## src/rtl/ramio_ctrl_pkg.sv

```systemverilog
// Shared types for the SRAM byte-sequencing controller: FSM states and LSU size codes.
package ramio_ctrl_pkg;

    typedef enum logic [2:0] {
        ST_IDLE,
        ST_SETUP,
        ST_PULSE,
        ST_HOLD,
        ST_DONE
    } state_t;

    localparam logic [1:0] HB_BYTE = 2'b00;
    localparam logic [1:0] HB_HALF = 2'b01;
    localparam logic [1:0] HB_WORD = 2'b10;

    // Index of the final byte of an access; the reserved size code behaves as a word.
    function automatic logic [1:0] last_idx(input logic [1:0] hb);
        case (hb)
            HB_BYTE: last_idx = 2'd0;
            HB_HALF: last_idx = 2'd1;
            default: last_idx = 2'd3;
        endcase
    endfunction

endpackage

```

## src/rtl/ramio_ctrl_if.sv

```systemverilog
// LSU-side request/response bus of the SRAM controller; the core stalls while stall is high.
interface ramio_ctrl_if;
    logic        cs;
    logic        we;
    logic [1:0]  hb;
    logic [31:0] addr;
    logic [31:0] wdata;
    logic [31:0] rdata;
    logic        done;
    logic        stall;

    modport master (output cs, we, hb, addr, wdata, input rdata, done, stall);
    modport slave  (input cs, we, hb, addr, wdata, output rdata, done, stall);
endinterface

```

## src/rtl/ramio_ctrl.sv

```systemverilog
// Splits LSU accesses into 1/2/4 SETUP-PULSE-HOLD byte cycles on an async SRAM.
// Latency: byte 3+P, half 2(2+P)+1, word 4(2+P)+1 cycles; the core is stalled until DONE.
module ramio_ctrl
    import ramio_ctrl_pkg::*;
#(
    parameter int ADDR_W       = 19,
    parameter int PULSE_CYCLES = 2
) (
    input  logic              clk_i,
    input  logic              rst_i,
    ramio_ctrl_if.slave       bus,
    output logic [ADDR_W-1:0] mem_adr_o,
    input  logic [7:0]        mem_dq_i,
    output logic [7:0]        mem_dq_o,
    output logic              mem_dq_oe_o,
    output logic              ram_ce_n_o,
    output logic              ram_oe_n_o,
    output logic              ram_we_n_o
);

    localparam int               CNT_W    = (PULSE_CYCLES > 1) ? $clog2(PULSE_CYCLES) : 1;
    localparam logic [CNT_W-1:0] CNT_LAST = CNT_W'(PULSE_CYCLES - 1);

    state_t             state_q;
    logic [1:0]         idx_q, last_q;
    logic [CNT_W-1:0]   cnt_q;
    logic [ADDR_W-1:0]  base_q, adr_q;
    logic [31:0]        wdata_q, rdata_q;
    logic               we_q;
    logic [7:0]         dq_q;
    logic               dq_oe_q, ce_n_q, oe_n_q, we_n_q, done_q;

    logic [1:0]         idx_d;
    logic [ADDR_W-1:0]  adr_d;
    logic [7:0]         byte_d;

    // Only the SRAM-sized slice of the byte address reaches the pins.
    logic unused_addr_bits;
    assign unused_addr_bits = ^bus.addr[31:ADDR_W];

    assign idx_d  = idx_q + 2'd1;
    assign adr_d  = base_q + ADDR_W'(idx_d);
    assign byte_d = wdata_q[{idx_d, 3'b000} +: 8];

    always_ff @(posedge clk_i) begin
        if (rst_i) begin
            state_q <= ST_IDLE;
            idx_q   <= 2'd0;
            last_q  <= 2'd0;
            cnt_q   <= '0;
            base_q  <= '0;
            wdata_q <= '0;
            we_q    <= 1'b0;
            rdata_q <= '0;
            adr_q   <= '0;
            dq_q    <= '0;
            dq_oe_q <= 1'b0;
            ce_n_q  <= 1'b1;
            oe_n_q  <= 1'b1;
            we_n_q  <= 1'b1;
            done_q  <= 1'b0;
        end else begin
            done_q <= 1'b0;
            case (state_q)
                ST_IDLE: begin
                    if (bus.cs) begin
                        state_q <= ST_SETUP;
                        idx_q   <= 2'd0;
                        last_q  <= last_idx(bus.hb);
                        base_q  <= bus.addr[ADDR_W-1:0];
                        wdata_q <= bus.wdata;
                        we_q    <= bus.we;
                        adr_q   <= bus.addr[ADDR_W-1:0];
                        dq_q    <= bus.wdata[7:0];
                        dq_oe_q <= bus.we;
                        ce_n_q  <= 1'b0;
                        if (!bus.we) begin
                            rdata_q <= '0;
                        end
                    end
                end
                ST_SETUP: begin
                    state_q <= ST_PULSE;
                    cnt_q   <= '0;
                    oe_n_q  <= we_q;
                    we_n_q  <= !we_q;
                end
                ST_PULSE: begin
                    if (cnt_q == CNT_LAST) begin
                        state_q <= ST_HOLD;
                        oe_n_q  <= 1'b1;
                        we_n_q  <= 1'b1;
                        if (!we_q) begin
                            rdata_q[{idx_q, 3'b000} +: 8] <= mem_dq_i;
                        end
                    end else begin
                        cnt_q <= cnt_q + 1'b1;
                    end
                end
                ST_HOLD: begin
                    if (idx_q == last_q) begin
                        state_q <= ST_DONE;
                        ce_n_q  <= 1'b1;
                        dq_oe_q <= 1'b0;
                        done_q  <= 1'b1;
                    end else begin
                        state_q <= ST_SETUP;
                        idx_q   <= idx_d;
                        adr_q   <= adr_d;
                        dq_q    <= byte_d;
                    end
                end
                ST_DONE: state_q <= ST_IDLE;
                default: state_q <= ST_IDLE;
            endcase
        end
    end

    // Combinational so the core freezes in the very cycle a request appears.
    assign bus.stall = (bus.cs && (state_q == ST_IDLE)) ||
                       (state_q == ST_SETUP) || (state_q == ST_PULSE) || (state_q == ST_HOLD);

    assign bus.rdata = rdata_q;
    assign bus.done  = done_q;
    assign mem_adr_o   = adr_q;
    assign mem_dq_o    = dq_q;
    assign mem_dq_oe_o = dq_oe_q;
    assign ram_ce_n_o  = ce_n_q;
    assign ram_oe_n_o  = oe_n_q;
    assign ram_we_n_o  = we_n_q;

endmodule

```

## src/flat_wrapper.sv

```systemverilog
// flat-port wrapper written by rule: the top's interface ports become plain ports
module ramio_ctrl_flat import ramio_ctrl_pkg::*;
#(
    parameter int ADDR_W       = 19,
    parameter int PULSE_CYCLES = 2
)
  (clk_i, rst_i, mem_adr_o, mem_dq_i, mem_dq_o, mem_dq_oe_o, ram_ce_n_o, ram_oe_n_o, ram_we_n_o, bus_cs, bus_we, bus_hb, bus_addr, bus_wdata, bus_rdata, bus_done, bus_stall);
  ramio_ctrl_if bus_i ();
  input  logic clk_i;
  input  logic rst_i;
  output logic [ADDR_W-1:0] mem_adr_o;
  input  logic [7:0] mem_dq_i;
  output logic [7:0] mem_dq_o;
  output logic mem_dq_oe_o;
  output logic ram_ce_n_o;
  output logic ram_oe_n_o;
  output logic ram_we_n_o;
  input wire logic [$bits(bus_i.cs)-1:0] bus_cs;
  input wire logic [$bits(bus_i.we)-1:0] bus_we;
  input wire logic [$bits(bus_i.hb)-1:0] bus_hb;
  input wire logic [$bits(bus_i.addr)-1:0] bus_addr;
  input wire logic [$bits(bus_i.wdata)-1:0] bus_wdata;
  output wire logic [$bits(bus_i.rdata)-1:0] bus_rdata;
  output wire logic [$bits(bus_i.done)-1:0] bus_done;
  output wire logic [$bits(bus_i.stall)-1:0] bus_stall;
  assign bus_i.cs = bus_cs;
  assign bus_i.we = bus_we;
  assign bus_i.hb = bus_hb;
  assign bus_i.addr = bus_addr;
  assign bus_i.wdata = bus_wdata;
  assign bus_rdata = bus_i.rdata;
  assign bus_done = bus_i.done;
  assign bus_stall = bus_i.stall;
  ramio_ctrl #(.ADDR_W(ADDR_W), .PULSE_CYCLES(PULSE_CYCLES)) u_core (.clk_i(clk_i), .rst_i(rst_i), .bus(bus_i), .mem_adr_o(mem_adr_o), .mem_dq_i(mem_dq_i), .mem_dq_o(mem_dq_o), .mem_dq_oe_o(mem_dq_oe_o), .ram_ce_n_o(ram_ce_n_o), .ram_oe_n_o(ram_oe_n_o), .ram_we_n_o(ram_we_n_o));
endmodule
```

## config.mk

```make
export PLATFORM = sky130hd
export DESIGN_NAME = ramio_ctrl_flat
export DESIGN_NICKNAME = d
export VERILOG_FILES = /design/src/rtl/ramio_ctrl_pkg.sv /design/src/rtl/ramio_ctrl_if.sv /design/src/rtl/ramio_ctrl.sv /design/src/flat_wrapper.sv
export SDC_FILE = /design/constraint.sdc
export NUM_CORES = 1
export LEC_CHECK = 0
export BUFFER_PORTS_ARGS = -buffer_cell sky130_fd_sc_hd__buf_4
export CELL_PAD_IN_SITES_DETAIL_PLACEMENT = 0
export CELL_PAD_IN_SITES_GLOBAL_PLACEMENT = 2
export CORE_MARGIN = 2
export CORE_UTILIZATION = 32
export CTS_CLUSTER_DIAMETER = 40
export DETAILED_ROUTE_END_ITERATION = 8
export PLACE_DENSITY = 0.81
export REMOVE_ABC_BUFFERS = 1
export SYNTH_ARGS = -nofsm -noshare
export SYNTH_HDL_FRONTEND = slang
export SYNTH_SLANG_ARGS = --single-unit
```

## constraint.sdc

```tcl
create_clock -name clk_i -period 7 [get_ports clk_i]
set_input_delay 0.7 -clock clk_i [delete_from_list [all_inputs] [get_ports clk_i]]
set_output_delay 0.7 -clock clk_i [all_outputs]
set_load 0.1 [all_outputs]
```

==> impl_metrics.json, run 1 <==
{
  "start_kind": "register",
  "via_per_inst": 5.02,
  "cts_hold_buffers": 0,
  "synthArstFlopShare_pct": 0,
  "yosys_warnings": 0,
  "ys_top_cells_by_count": "184 x nand2_1, 124 x dfxtp_1, 106 x a21oi_1, 43 x nand3_1, 33 x nor2_1",
  "drcViolationCount": 0,
  "grt_pass1_vias": 4674,
  "relSlewSlack_pct": 41.5,
  "clk_path_buf_depth": 2,
  "grtUsageTotal_pct": 17.5,
  "grt_max_degree": 68,
  "synth_top_cell_by_area": "dfxtp_1",
  "synth_top_area_share_pct": 46.0,
  "ys_seq_area_share_pct": 46.0,
  "synth_area_leaders": "dfxtp_1 46%, nand2_1 13%, a21oi_1 9.8%",
  "gp_congestion": 0.808,
  "cts_tree": "done",
  "reg2reg_slack_ns": 2.92,
  "fin_nets": 861,
  "hp-class": "reg -> reg",
  "clk_pin_slew_ns": 0.05,
  "synth.most_common_cell": "nand2_1",
  "drt-total-wl_um": 15700,
  "peakVddDrop_mv": 0.170,
  "setup_tns_ns": 0,
  "ant_nets": 0,
  "root_buffer": "clkbuf_16",
  "max_freq_mhz": 245,
  "cts_buffers": 17,
  "via_count": 5052,
  "crit_fanout": 17,
  "rsz0062_at_grt": "false",
  "critPathKind": "reg -> reg",
  "overflow": 0,
  "ctsResizeCount": 0,
  "antenna_found_initial": 0,
  "top_layer_used": "met4",
  "cp-end-kind": "register",
  "cp.arrival_ns": 4.39,
  "wl_met1_um": 7160,
  "synth_cells": 665,
  "num_rows": 47,
  "port_buffers": 129,
  "post_drt_wl_per_cell_um": 15.6,
  "status": "complete, no violations",
  "max_cap_violations": 0,
  "maxSlewViolCount": 0,
  "dieArea_um2": 17900,
  "fin_util_pct": 42.9,
  "start_util_pct": 32.7,
  "setup_viol": 0,
  "post-route-min-period_ns": 4.08,
  "synth_cell_type_count": 51,
  "clkLatencyLatePin_ns": 0.42,
  "coreArea_um2": 16500,
  "cts_sinks": 124,
  "avgSynthCellArea_um2": 8.12,
  "area_growth_pct": 31.2,
  "finalHoldViolations": 0,
  "grt_pass1_wl_um": 24600,
  "dr_wl_met2_um": 7450,
  "num_antenna_cells": 0,
  "first_iter_violations": 353,
  "synth-edff-count": 0,
  "worst_slew_pin_slew_ns": 0.876,
  "synth_ff_type": "dfxtp_1",
  "dpl.hpwl_um": 10700,
  "layout-drive-gt1-share_pct": 23.4,
  "wl_met3_um": 885,
  "skew_ns": 0.0123,
  "synth-seq-cells": 124,
  "fin_crit_sh_pct": 58.3,
  "ctsHtreeMaxLevel": 4,
  "synth_area_um2": 5400,
  "drtPass1Iterations": 5,
  "pin_count": 143,
  "power_density_nw_per_um2": 317,
  "cts_setup_buffers": 0,
  "die_w_um": 134,
  "critical_path_required_ns": 7.31,
  "die_y_um": 134,
  "p_leak_nw": 2.76
}
==> cell usage in the layout (no fill, tap or decap), types with 5 or more instances in the layout <==
master and n:
nand2_1 183, buf_4 133, dfxtp_1 124, a21oi_1 106
nand3_1 43, nor2_1 33, clkbuf_16 17, xor2_1 12
nor3_1 10, inv_1 9, a311oi_1 9, xnor2_1 8
mux4_2 8, ha_1 7, o21ai_0 6, nor2b_1 5
clkinv_2 5
==> critical path: stages (launching register included) <==
cell and delay (ns):
dfxtp_1 0.88, inv_1 0.27, ha_1 0.82, inv_1 0.17
fa_1 0.45, nand3b_1 0.34, nor3_4 0.37, nand3_1 0.14
xor2_1 0.17, a2111oi_2 0.35
==> registers in the layout, summed over array words and instances (netlist names) <==
register            flops
u_core.ram_ce_n_o       1
u_core.last_q           2
u_core.mem_dq_oe_o      1
u_core.mem_dq_o         8
u_core.bus.rdata       32
u_core.cnt_q            1
u_core.base_q          19
u_core.idx_q            2
u_core.wdata_q         32
u_core.state_q          3
u_core.we_q             1
u_core.ram_we_n_o       1
u_core.bus.done         1
u_core.mem_adr_o       19
u_core.ram_oe_n_o       1
==> per-stage QoR <==
step           cell area (um^2)  hold slack [ns]  worst slack, ns  cells  total power, mW
6_report                   7080            0.450             2.92   1007             2.24
5_1_grt                    7080            0.469             2.53   1007             2.34
4_1_cts                    7080            0.451             2.78   1007             2.27
3_5_place_dp               6490            0.443             2.79    976             1.36
3_3_place_gp               6490            0.439             2.93    976             1.36
2_1_floorplan              5210            0.427             3.60    623             1.20
==> per-layer routing <==
| layer | up-vias | GRT usage [%] |
|---|---|---|
| li1 | 2507 | - |
| met1 | 2377 | 23.4 |
| met2 | 151 | 27.7 |
| met3 | 17 | 4.27 |
| met4 | 0 | 6.21 |
| met5 | - | 0 |
==> worst paths after layout <==
check / end / startpoint / depth (start not counted)
max: u_core.mem_adr_o[16] / u_core.idx_q[0] / 9
min: u_core.bus.rdata[19] / u_core.bus.rdata[19] / 2
max reg2reg: u_core.mem_adr_o[16] / u_core.idx_q[0] / 9
min reg2reg: u_core.bus.rdata[19] / u_core.bus.rdata[19] / 2
==> area by class of cell <==
type	count	area, um^2
inverter	9	33.8
sequential	124	2480
fill	1645	9440
tap	220	275
timing repair buffer	133	998
clock buffer	23	478
clock inverter	8	115
multi-input combinational	490	2700
==> power by group <==
group	internal, mW	switching, mW
Clock	0.583	0.315
Combinational	0.140	0.386
Sequential	0.769	0.0521
==> logic make-up (layout without fill, tap and decap cells) <==
kind of cell	count (synthesis)	count (layout)	synth area share, %
adder cells (fa/ha/maj)	8	8	1.99
AND/OR/NAND/NOR	301	301	24.4
multiplexers	8	8	3.34
XOR/XNOR	20	20	3.25
buffers and inverters	51	173	4.15
flip-flops	124	124	46.0
AO/OA/AOI/OAI	153	153	16.9
(Power assumes the default switching activity.)
==> inputs of run 2 (changes only) <==
--- a/config.mk
+++ b/config.mk
@@ -5,14 +5,15 @@
 export SDC_FILE = /design/constraint.sdc
 export NUM_CORES = 1
 export LEC_CHECK = 0
+export ABC_AREA = 1
 export BUFFER_PORTS_ARGS = -buffer_cell sky130_fd_sc_hd__buf_4
 export CELL_PAD_IN_SITES_DETAIL_PLACEMENT = 0
 export CELL_PAD_IN_SITES_GLOBAL_PLACEMENT = 2
 export CORE_MARGIN = 2
-export CORE_UTILIZATION = 32
+export CORE_UTILIZATION = 26
 export CTS_CLUSTER_DIAMETER = 40
 export DETAILED_ROUTE_END_ITERATION = 8
-export PLACE_DENSITY = 0.81
+export PLACE_DENSITY = 0.73
 export REMOVE_ABC_BUFFERS = 1
 export SYNTH_ARGS = -nofsm -noshare
 export SYNTH_HDL_FRONTEND = slang
==> constraint.sdc (replaced) <==
create_clock -name clk_i -period 3.6 [get_ports clk_i]
set_input_delay 0.36 -clock clk_i [delete_from_list [all_inputs] [get_ports clk_i]]
set_output_delay 0.36 -clock clk_i [all_outputs]
set_load 0.1 [all_outputs]
==> impl_metrics.json, run 2 <==
{
  "power_density_nw_per_um2": 634,
  "ys_top_cells_by_count": "159 x nand2_1, 127 x a21oi_1, 124 x dfxtp_1, 78 x nor2_1, 75 x o21ai_0",
  "ys_seq_area_share_pct": 43.8,
  "grt_pass1_vias": 5266,
  "cts_buffers": 17,
  "coreArea_um2": 21600,
  "holdWs_ns": 0.190,
  "synth_area_um2": 5670,
  "critical_path.max_stage_delay_ns": 0.46,
  "clk_path_buf_depth": 2,
  "area_growth_pct": 33.3,
  "num_antenna_cells": 0,
  "cts_hold_buffers": 0,
  "dpl.hpwl_um": 11800,
  "cp_slowest_cell": "fa_1",
  "synth.most_common_cell": "nand2_1",
  "via_per_inst": 4.62,
  "die_w_um": 152,
  "clkLatencyLatePin_ns": 0.42,
  "via_count": 5586,
  "relSlewSlack_pct": 29.2,
  "cp-end-kind": "register",
  "ant_nets": 0,
  "gp_congestion": 0.761,
  "avgSynthCellArea_um2": 7.04,
  "hp-class": "in -> reg",
  "synth-seq-cells": 124,
  "crit_chain": "inv_1 -> ha_1 -> clkinv_1 -> fa_1 -> inv_1 -> nand2_1 -> nor2_1 -> nand2_1 -> inv_1 -> nand2_1 -> nand2_1 -> nand3_1 -> a21oi_1",
  "ctsResizeCount": 0,
  "port_buffers": 129,
  "drtPass1Iterations": 5,
  "cts_sinks": 124,
  "synth_cells": 805,
  "p_leak_nw": 2.99,
  "rsz0062_at_grt": "false",
  "critPathKind": "reg -> reg",
  "fin_crit_sh_pct": 68.9,
  "drcViolationCount": 0,
  "setup_viol": 0,
  "max_freq_mhz": 403,
  "post-route-min-period_ns": 2.48,
  "clk_pin_slew_ns": 0.06,
  "critical_path_required_ns": 3.95,
  "root_buffer": "clkbuf_16",
  "fin_nets": 1002,
  "synthArstFlopShare_pct": 0,
  "num_rows": 54,
  "setup_tns_ns": 0,
  "layout-drive-gt1-share_pct": 20.0,
  "ctsHtreeMaxLevel": 4,
  "crit_top_cell": "nand2_1",
  "synth-edff-count": 0,
  "status": "complete, no violations",
  "start_util_pct": 26.2,
  "post_drt_wl_per_cell_um": 15.0,
  "layout_common_cells": "159 x nand2_1, 142 x buf_4, 127 x a21oi_1",
  "worst_slew_pin_slew_ns": 1.06,
  "layout_commonest_cell": "nand2_1",
  "cts_tree": "done",
  "max_cap_violations": 0,
  "overflow": 0,
  "synth_cell_type_count": 31,
  "antenna_found_initial": 0,
  "synth_area_leaders": "dfxtp_1 44%, a21oi_1 11%, nand2_1 11%",
  "synth_top_area_share_pct": 43.8,
  "finalHoldViolations": 0,
  "first_iter_violations": 259,
  "dieArea_um2": 23000,
  "cp.arrival_ns": 2.84,
  "grt_pass1_wl_um": 28100,
  "pin_count": 143,
  "grtUsageTotal_pct": 15.9,
  "drt-total-wl_um": 18100,
  "crit_fanout": 5,
  "synth_ff_type": "dfxtp_1",
  "start_kind": "register",
  "peakVddDrop_mv": 0.268,
  "grt_max_degree": 90,
  "synth_top_cell_by_area": "dfxtp_1",
  "cts_setup_buffers": 0,
  "die_y_um": 152,
  "skew_ns": 0.00669,
  "maxSlewViolCount": 0,
  "yosys_warnings": 0
}
[run 2: cell type report]
cell class / instances / area (um^2)
Inverter: 62 / 233
Clock inverter: 12 / 210
Multi-Input combinational cell: 569 / 2760
Clock buffer: 19 / 453
Tap cell: 280 / 350
Sequential cell: 124 / 2480
Fill cell: 2410 / 14100
Timing Repair Buffer: 142 / 1070
[run 2: final timing paths]
| kind | slack, ns | start | to | cells past startpoint |
|---|---|---|---|---|
| worst max register to register | 1.12 | u_core.idx_q[1] | u_core.mem_adr_o[14] | 13 |
| worst min-delay path | 0.19 | bus_hb[0] | u_core.last_q[0] | 3 |
| worst max-delay path | 1.12 | u_core.idx_q[1] | u_core.mem_adr_o[14] | 13 |
| worst min register to register | 0.45 | u_core.wdata_q[26] | u_core.wdata_q[26] | 2 |
[run 2: per-layer routing]
metal,share of wire [%],track usage (%),routed length [um]
met5,0,0,0
met3,5.4,3.26,978
met4,1.4,5.93,252
met1,47,21.0,8540
met2,46,25.4,8300
[run 2: kinds of logic (layout without fill, tap and decap cells)]
logic type | count (synthesis) | after routing | synth area share, %
flip-flops | 124 | 124 | 43.8
AO/OA/AOI/OAI | 222 | 222 | 20.3
buffers and inverters | 112 | 235 | 7.59
AND/OR/NAND/NOR | 333 | 333 | 25.5
XOR/XNOR | 6 | 6 | 0.927
adder cells (fa/ha/maj) | 8 | 8 | 1.90
[run 2: through the flow]
stage	area (um^2)	cells	total power, mW	util, %	worst slack [ns]
floorplan	5470	755	2.50	-	0.376
global placement	6890	1177	2.88	31.9	1.14
detailed placement	6890	1177	2.89	31.9	1.13
CTS	7560	1208	4.86	34.9	1.10
global route	7560	1208	5.01	34.9	0.833
finish	7560	1208	4.79	34.9	1.12
[run 2: power breakdown]
group	switching, mW	internal, mW	total, mW	leakage [nW]
sequential	0.0826	1.52	1.60	1.02
combinational	0.949	0.295	1.24	1.65
clock	0.675	1.27	1.95	0.321
[run 2: critical path, delay by kind of cell (launching register included)]
family | cells | cell delay (ns)
adders and majority gates | 2 | 0.78
DFF | 1 | 0.41
and+or+nand+nor | 6 | 0.61
buffers and inverters | 4 | 0.46
AOI/OAI and AO/OA | 1 | 0.16
==> inputs of run 3 (changes only) <==
--- a/config.mk
+++ b/config.mk
@@ -10,10 +10,10 @@
 export CELL_PAD_IN_SITES_DETAIL_PLACEMENT = 0
 export CELL_PAD_IN_SITES_GLOBAL_PLACEMENT = 2
 export CORE_MARGIN = 2
-export CORE_UTILIZATION = 26
+export CORE_UTILIZATION = 29
 export CTS_CLUSTER_DIAMETER = 40
 export DETAILED_ROUTE_END_ITERATION = 8
-export PLACE_DENSITY = 0.73
+export PLACE_DENSITY = 0.77
 export REMOVE_ABC_BUFFERS = 1
 export SYNTH_ARGS = -nofsm -noshare
 export SYNTH_HDL_FRONTEND = slang
==> constraint.sdc (replaced) <==
create_clock -name clk_i -period 2.5 [get_ports clk_i]
set_input_delay 0.25 -clock clk_i [delete_from_list [all_inputs] [get_ports clk_i]]
set_output_delay 0.25 -clock clk_i [all_outputs]
set_load 0.1 [all_outputs]
==> impl_metrics.json, run 3 (synthesis results as in run 2) <==
{
  "status": "complete, no violations",
  "design_area_um2": 7480,
  "clkLatencyLatePin_ns": 0.42,
  "grt_pass1_vias": 5238,
  "ctsResizeCount": 0,
  "p_leak_nw": 2.96,
  "post_dp_cell_area_um2": 6930,
  "port_buffers": 129,
  "grt_max_degree": 67,
  "hp-class": "in -> reg",
  "num_antenna_cells": 0,
  "cts_hold_buffers": 0,
  "critPathKind": "reg -> reg",
  "fin_crit_sh_pct": 90.8,
  "max_cap_violations": 0,
  "start_util_pct": 29.3,
  "rsz0062_at_grt": "false",
  "gp_congestion": 0.838,
  "layout-drive-gt1-share_pct": 20.5,
  "stdcell_count": 1201,
  "clk_pin_slew_ns": 0.06,
  "worst_slew_pin_slew_ns": 0.829,
  "power_density_nw_per_um2": 853,
  "cts_sinks": 124,
  "post_drt_wl_per_cell_um": 14.7,
  "grt_pass1_wl_um": 27700,
  "skew_ns": 0.00897,
  "fin_nets": 1009,
  "cts_tree": "done",
  "post-route-min-period_ns": 2.27,
  "via_count": 5612,
  "overflow": 0,
  "power_mw": 6.37,
  "first_iter_violations": 277,
  "maxSlewViolCount": 0,
  "fillers": 2092,
  "root_buffer": "clkbuf_16",
  "dpl.cell_count": 1169,
  "cp.arrival_ns": 2.62,
  "critical_path_required_ns": 2.85,
  "setup_viol": 0,
  "setup_tns_ns": 0,
  "peakVddDrop_mv": 0.440,
  "drtPass1Iterations": 4,
  "die_y_um": 144,
  "ctsHtreeMaxLevel": 4,
  "start_kind": "register",
  "pin_count": 143,
  "finalHoldViolations": 0,
  "die_w_um": 144,
  "relSlewSlack_pct": 44.7,
  "clk_path_buf_depth": 2,
  "dieArea_um2": 20700,
  "area_growth_pct": 31.9,
  "antenna_found_initial": 0,
  "cts_buffers": 17,
  "ant_nets": 0,
  "drt-total-wl_um": 17600,
  "drcViolationCount": 0,
  "cp-end-kind": "register",
  "dpl.hpwl_um": 12100,
  "layout_commonest_cell": "nand2_1",
  "num_rows": 51,
  "max_freq_mhz": 441,
  "layout_common_cells": "159 x nand2_1, 148 x buf_4, 127 x a21oi_1",
  "grtUsageTotal_pct": 17.2,
  "crit_fanout": 3,
  "coreArea_um2": 19300,
  "via_per_inst": 4.67,
  "cts_setup_buffers": 0
}
[run 3: changes by cell type in the layout (fill, tap and decap cells not counted), moves of 2 or more]
cell / before / now
clkbuf_1: 0 / 2
clkinvlp_4: 1 / 4
buf_4: 142 / 148
inv_6: 3 / 0
clkinv_2: 0 / 4
bufinv_16: 5 / 0
[run 3: per-stage QoR]
step / setup WS (ns) / utilization [%] / hold slack (ns)
final: 0.230 / 38.7 / 0.0866
after global routing: 0.0181 / 38.7 / 0.0657
after CTS: 0.188 / 38.7 / 0.0679
after detailed placement: 0.213 / 35.9 / 0.445
after global placement: 0.239 / 35.9 / 0.440
after floorplan: -0.724 / - / 0.319
[run 3: critical path, cell delays in order, from the launching register on]
cell and delay, ns:
dfxtp_1 0.33, inv_1 0.08, ha_1 0.33, clkinv_1 0.11, fa_1 0.45, inv_1 0.09
nand2_1 0.07, nor2_1 0.20, nand2_1 0.13, inv_1 0.10, nand2_1 0.05, nand2_1 0.06
nand3_1 0.06, a21oi_1 0.15
[run 3: layout make-up]
cell class              instances  area [um^2]  share of cell area (%)
well taps                     265          332                    4.44
flip-flops and latches        124         2480                    33.2
repair buffers                149         1130                    15.1
multi-input cells             569         2760                    36.9
clock inverters                10         67.6                   0.904
inverters                      62          233                    3.11
clock buffers                  22          474                    6.34
[run 3: worst paths after layout]
check	start	to	slack (ns)	cells after the start
hold / removal	bus_wdata[16]	u_core.wdata_q[16]	0.09	3
setup reg to reg	u_core.idx_q[1]	u_core.mem_adr_o[14]	0.23	13
hold reg to reg	u_core.wdata_q[1]	u_core.wdata_q[1]	0.45	2
setup / recovery	u_core.idx_q[1]	u_core.mem_adr_o[14]	0.23	13
[run 3: routing by layer]
layer	vias up	share of wire, %	track usage, %
met2	131	45	26.7
met5	-	0	0
met4	0	0.72	4.02
met1	2525	50	24.2
li1	2947	-	-
met3	9	4.5	3.97
[run 3: power breakdown]
part | leakage [nW] | internal (mW) | switching [mW]
clock network | 0.258 | 1.34 | 0.907
logic | 1.69 | 0.452 | 1.36
registers | 1.02 | 2.19 | 0.125
total | 2.96 | 3.98 | 2.40
